File: src/rtl/aircon_if.sv
// aircon_if: setting/sensor inputs and plant-driver outputs of the aircon controller
interface aircon_if;
  logic       power;
  logic       tick;
  logic [4:0] set_temp;
  logic [4:0] set_cap;
  logic [4:0] set_fan;
  logic [4:0] set_timer;
  logic [4:0] room_temp;
  logic       compressor;
  logic [1:0] comp_level;
  logic [2:0] fan_level;
  logic [2:0] timer_rem;
  logic [2:0] state;
  logic       timer_done;
  modport master(output power, tick, set_temp, set_cap, set_fan, set_timer, room_temp,
                 input compressor, comp_level, fan_level, timer_rem, state, timer_done);
  modport slave(input power, tick, set_temp, set_cap, set_fan, set_timer, room_temp,
                output compressor, comp_level, fan_level, timer_rem, state, timer_done);
endinterface

File: src/rtl/aircon_controller.sv
// aircon_controller: five-state sequencer with compressor short-cycle lockout and auto-off timer
// Define AIRCON_HYSTERESIS_EN for a two-threshold demand band around set_temp.
module aircon_controller #(
  parameter int MIN_OFF_TICKS = 3
) (
  input logic     clk,
  input logic     rst,
  aircon_if.slave bus
);
  typedef enum logic [2:0] {OFF, IDLE, LOCKOUT, COOL, HALT} state_t;
  state_t st;
  logic [2:0] lk, tmr, fan_sel;
  logic done, demand, running, expire, reload, unused_bits;
  always_comb begin
`ifdef AIRCON_HYSTERESIS_EN
    demand = (st == COOL) ? !({1'b0, bus.room_temp} < {1'b0, bus.set_temp})
                          : ({1'b0, bus.room_temp} > {1'b0, bus.set_temp} + 6'd1);
`else
    demand = bus.room_temp > bus.set_temp;
`endif
    running = st inside {IDLE, LOCKOUT, COOL};
    expire  = bus.power && running && bus.tick && tmr == 3'd1;
    reload  = bus.power && st == COOL && (expire || !demand);
  end
  always_ff @(posedge clk or posedge rst) begin
    if (rst) begin
      st   <= OFF;
      lk   <= '0;
      tmr  <= '0;
      done <= 1'b0;
    end else begin
      done <= expire;
      lk   <= reload ? 3'(MIN_OFF_TICKS) : (bus.tick && lk != 0) ? lk - 3'd1 : lk;
      if (!bus.power) begin
        st  <= OFF;
        tmr <= '0;
      end else if (st == OFF) begin
        st  <= IDLE;
        tmr <= bus.set_timer[2:0];
      end else if (expire) begin
        st  <= HALT;
        tmr <= '0;
      end else if (running) begin
        if (bus.tick && tmr != 0) tmr <= tmr - 3'd1;
        st <= !demand ? IDLE : (lk == 0 || st == COOL) ? COOL : LOCKOUT;
      end
    end
  end
  assign fan_sel        = bus.set_fan[2:0];
  assign bus.compressor = st == COOL;
  assign bus.comp_level = st == COOL ? bus.set_cap[1:0] : 2'd0;
  assign bus.fan_level  = (st == OFF || st == HALT) ? 3'd0 : fan_sel != 0 ? fan_sel :
                          st == COOL ? {1'b0, bus.set_cap[1:0]} + 3'd1 : 3'd1;
  assign bus.timer_rem  = tmr;
  assign bus.state      = st;
  assign bus.timer_done = done;
  assign unused_bits    = ^{bus.set_cap[4:2], bus.set_fan[4:3], bus.set_timer[4:3]};
endmodule

File: src/flat_wrapper.sv
// flat-port wrapper written by rule: the top's interface ports become plain ports
module aircon_controller_flat 
#(
  parameter int MIN_OFF_TICKS = 3
)
  (clk, rst, bus_power, bus_tick, bus_set_temp, bus_set_cap, bus_set_fan, bus_set_timer, bus_room_temp, bus_compressor, bus_comp_level, bus_fan_level, bus_timer_rem, bus_state, bus_timer_done);
  aircon_if bus_i ();
  input logic clk;
  input logic rst;
  input wire logic [$bits(bus_i.power)-1:0] bus_power;
  input wire logic [$bits(bus_i.tick)-1:0] bus_tick;
  input wire logic [$bits(bus_i.set_temp)-1:0] bus_set_temp;
  input wire logic [$bits(bus_i.set_cap)-1:0] bus_set_cap;
  input wire logic [$bits(bus_i.set_fan)-1:0] bus_set_fan;
  input wire logic [$bits(bus_i.set_timer)-1:0] bus_set_timer;
  input wire logic [$bits(bus_i.room_temp)-1:0] bus_room_temp;
  output wire logic [$bits(bus_i.compressor)-1:0] bus_compressor;
  output wire logic [$bits(bus_i.comp_level)-1:0] bus_comp_level;
  output wire logic [$bits(bus_i.fan_level)-1:0] bus_fan_level;
  output wire logic [$bits(bus_i.timer_rem)-1:0] bus_timer_rem;
  output wire logic [$bits(bus_i.state)-1:0] bus_state;
  output wire logic [$bits(bus_i.timer_done)-1:0] bus_timer_done;
  assign bus_i.power = bus_power;
  assign bus_i.tick = bus_tick;
  assign bus_i.set_temp = bus_set_temp;
  assign bus_i.set_cap = bus_set_cap;
  assign bus_i.set_fan = bus_set_fan;
  assign bus_i.set_timer = bus_set_timer;
  assign bus_i.room_temp = bus_room_temp;
  assign bus_compressor = bus_i.compressor;
  assign bus_comp_level = bus_i.comp_level;
  assign bus_fan_level = bus_i.fan_level;
  assign bus_timer_rem = bus_i.timer_rem;
  assign bus_state = bus_i.state;
  assign bus_timer_done = bus_i.timer_done;
  aircon_controller #(.MIN_OFF_TICKS(MIN_OFF_TICKS)) u_core (.clk(clk), .rst(rst), .bus(bus_i));
endmodule
File: config.mk
export PLATFORM = sky130hd
export DESIGN_NAME = aircon_controller_flat
export DESIGN_NICKNAME = d
export VERILOG_FILES = /design/src/rtl/aircon_if.sv /design/src/rtl/aircon_controller.sv /design/src/flat_wrapper.sv
export SDC_FILE = /design/constraint.sdc
export NUM_CORES = 1
export LEC_CHECK = 0
export BUFFER_PORTS_ARGS = -buffer_cell sky130_fd_sc_hd__buf_4
export CORE_MARGIN = 2
export CORE_UTILIZATION = 31
export CTS_CLUSTER_DIAMETER = 80
export CTS_CLUSTER_SIZE = 12
export DETAILED_ROUTE_END_ITERATION = 16
export RECOVER_POWER = 50
export SYNTH_ARGS = -nofsm -noshare
export SYNTH_HDL_FRONTEND = slang
export SYNTH_SLANG_ARGS = --single-unit
File: constraint.sdc
create_clock -name clk -period 1.5 [get_ports clk]
set_input_delay 0.15 -clock clk [delete_from_list [all_inputs] [get_ports clk]]
set_output_delay 0.15 -clock clk [all_outputs]
set_load 0.02 [all_outputs]
==> out/metrics.csv <==
metric;value;unit
relSlewSlack;0.727;
grt_max_degree;11;
synth-async-reset-ratio;1.00;
total_leakage_power;0.000685;uW
fill_cells;273;
postLayoutCellArea;1370;sq um
initial_utilization;0.320;
worst_slack;-124;ps
row_count;19;
grt_pass1_vias;856;
skew;2.36;ps
synthSimpleGateAreaFrac;0.225;
grt_setup_unrepaired;true;
synth_edf_count;0;
required;1350;ps
setup_viol_count_final;5;
multi_input_area;611;sq um
htree_levels;1;
hp-class;in2reg;
fin_nets;189;
syn-cell-area;868;sq um
seq_area_frac_synth;0.288;
grt-ovfl-total;0;
synth_compound_area_frac;0.223;
path_clk_slew;80;ps
yosysWarnings;0;
utilization;0.504;
maxCapViolCount;0;
crit_type;reg2out;
worstPathArrival;1470;ps
power_density;1460;nW/um^2
dieHeight;56.9;um
clk_latency;270;ps
syn_area_per_cell;8.77;sq um
yosysTopAreaCell;dfrtp_1;
dp_hpwl;1730;um
status;finished, violations left;
place.gp.congestion;0.728;
synthAdderAreaFrac;0.159;
yosysUniqueCellTypes;36;
rrSetupSlack;-20;ps
diodes;0;
netlist_top_cells_count;inv_1, ha_1, dfrtp_1;
vdd_drop_max;924;uV
worstPathMaxFanout;3;
drive_gt1_frac;0.480;
drc_errors;0;
netlist_instances;99;
synth_top_family_by_area;simple AND/OR/NAND/NOR gates;
finalHoldViolCount;0;
regArea;254;sq um
cts-buffers-inserted;3;
wl_per_cell;12.9;um
cts_tree;built;
synthXorXnorAreaFrac;0.0202;
ys.flop_type;dfrtp_1;
synth_mux_area_frac;0;
drt-pass1-iter-count;4;
vias_per_cell;4.89;
ys_ff_latch;10;
finalCritPeriodShare;1.08;
groute.usage.overall;0.142;
core;2710;sq um
place.port_buffers;34;
via_count;875;
synth_most_common_cell;inv_1;
tightestPinTransition;409;ps
final.min_clock_period;1620;ps
io_pins;42;
clkSinkCount;10;
yosys-top-cells-area;dfrtp_1, ha_1, inv_1;
ant_nets;0;
die_area;3240;sq um
wirelength;2300;um
clock_path_buffers;2;
instances_no_fill;179;
cp-end-kind;primary output;
drt_iter0_drc;14;
grt_pass1_wl;3730;um
syn-num-nets;139;
areaGrowthSynthToFinish;57.3;%
dpl_cell_area;1230;sq um
drv_slew;0;
failed_checks;negative setup slack;
antenna_found_initial;0;
die_x;56.9;um
synth.top_cell.area_share;0.288;
worst_setup_path_start_kind;register;
clk_root_buffer_cell;clkbuf_4;
max_freq;0.616;GHz
placed_cells;168;
## critical path, cell delays in order, from the launching register on
cell and delay (ps):
dfrtp_2 400, and3b_2 270, nor2b_4 150, nand3b_1 120, a21oi_4 140, buf_6 130
## metal layers
metal | vias to the layer above | wire length (um) | GRT usage
met4 | 0 | 0 | 0.0399
met1 | 407 | 1020 | 0.190
met5 | - | 0 | 0
met2 | 20 | 1180 | 0.240
li1 | 448 | - | -
met3 | 0 | 103 | 0.0184
## through the flow
stage	total power [uW]	setup slack, ps	hold slack, ps	setup TNS [ps]
6_report	1990	-124	160	-241
4_1_cts	1910	-102	147	-214
5_1_grt	2150	-178	161	-570
2_1_floorplan	1180	-35.2	-10.0	-63.2
3_5_place_dp	1590	-33.1	169	-58.4
3_3_place_gp	1550	1.97	168	0
## registers in the layout, summed over array words and instances (netlist names)
register               flops
u_core.bus.state           3
u_core.bus.timer_done      1
u_core.bus.timer_rem       3
u_core.lk                  3
## final timing paths
check | from | to | depth (start not counted)
min in group asynchronous | rst | u_core.lk[1]$_DFFE_PP0P_ | 3
setup reg to reg | u_core.bus.timer_rem[0]$_DFFE_PP0P_ | u_core.bus.state[0]$_DFFE_PP0P_ | 4
hold / removal | bus_power | u_core.lk[2]$_DFFE_PP0P_ | 2
setup / recovery | u_core.bus.state[2]$_DFFE_PP0P_ | bus_fan_level[2] | 5
max in group asynchronous | rst | u_core.bus.state[2]$_DFFE_PP0P_ | 3
hold reg to reg | u_core.lk[1]$_DFFE_PP0P_ | u_core.lk[1]$_DFFE_PP0P_ | 2
## logic make-up after synthesis
kind of cell | after synthesis
fa+ha+maj | 11
compound gates | 27
xor+xnor | 2
simple gates | 32
buf+inv | 17
flops | 10
## power by group
part           internal (uW)  total (uW)  switching, uW
registers                371         445           74.6
logic                    655        1290            631
clock network            147         257            110
## cell type report
| type | instances | share of cell area |
|---|---|---|
| clock buffers | 4 | 0.0266 |
| inverters | 14 | 0.0385 |
| multi-input cells | 72 | 0.447 |
| flip-flops and latches | 10 | 0.186 |
| well taps | 31 | 0.0284 |
| repair buffers | 48 | 0.274 |
## repair_timing
action | in CTS | in global routing
pin swaps | 1 | 6
hold buffers | 1 | 0
endpoints found under the hold margin | 10 | 0
buffers inserted | 4 | 2
resized for setup | 3 | 8
setup endpoints to repair | 3 | 8
## cell usage in the layout (no fill, tap or decap), types with 3 or more instances in the layout
master / synthesis / final
a21o_1: 3 / 3
a21oi_1: 5 / 4
buf_4: 0 / 41
buf_6: 1 / 4
clkbuf_4: 0 / 4
dfrtp_1: 10 / 7
dfrtp_2: 0 / 3
ha_1: 11 / 9
inv_1: 14 / 12
nand2_1: 9 / 9
nor2_2: 1 / 3
nor3_1: 4 / 4
o21ai_0: 4 / 4
Note: power is estimated with default switching activity, not from simulation.
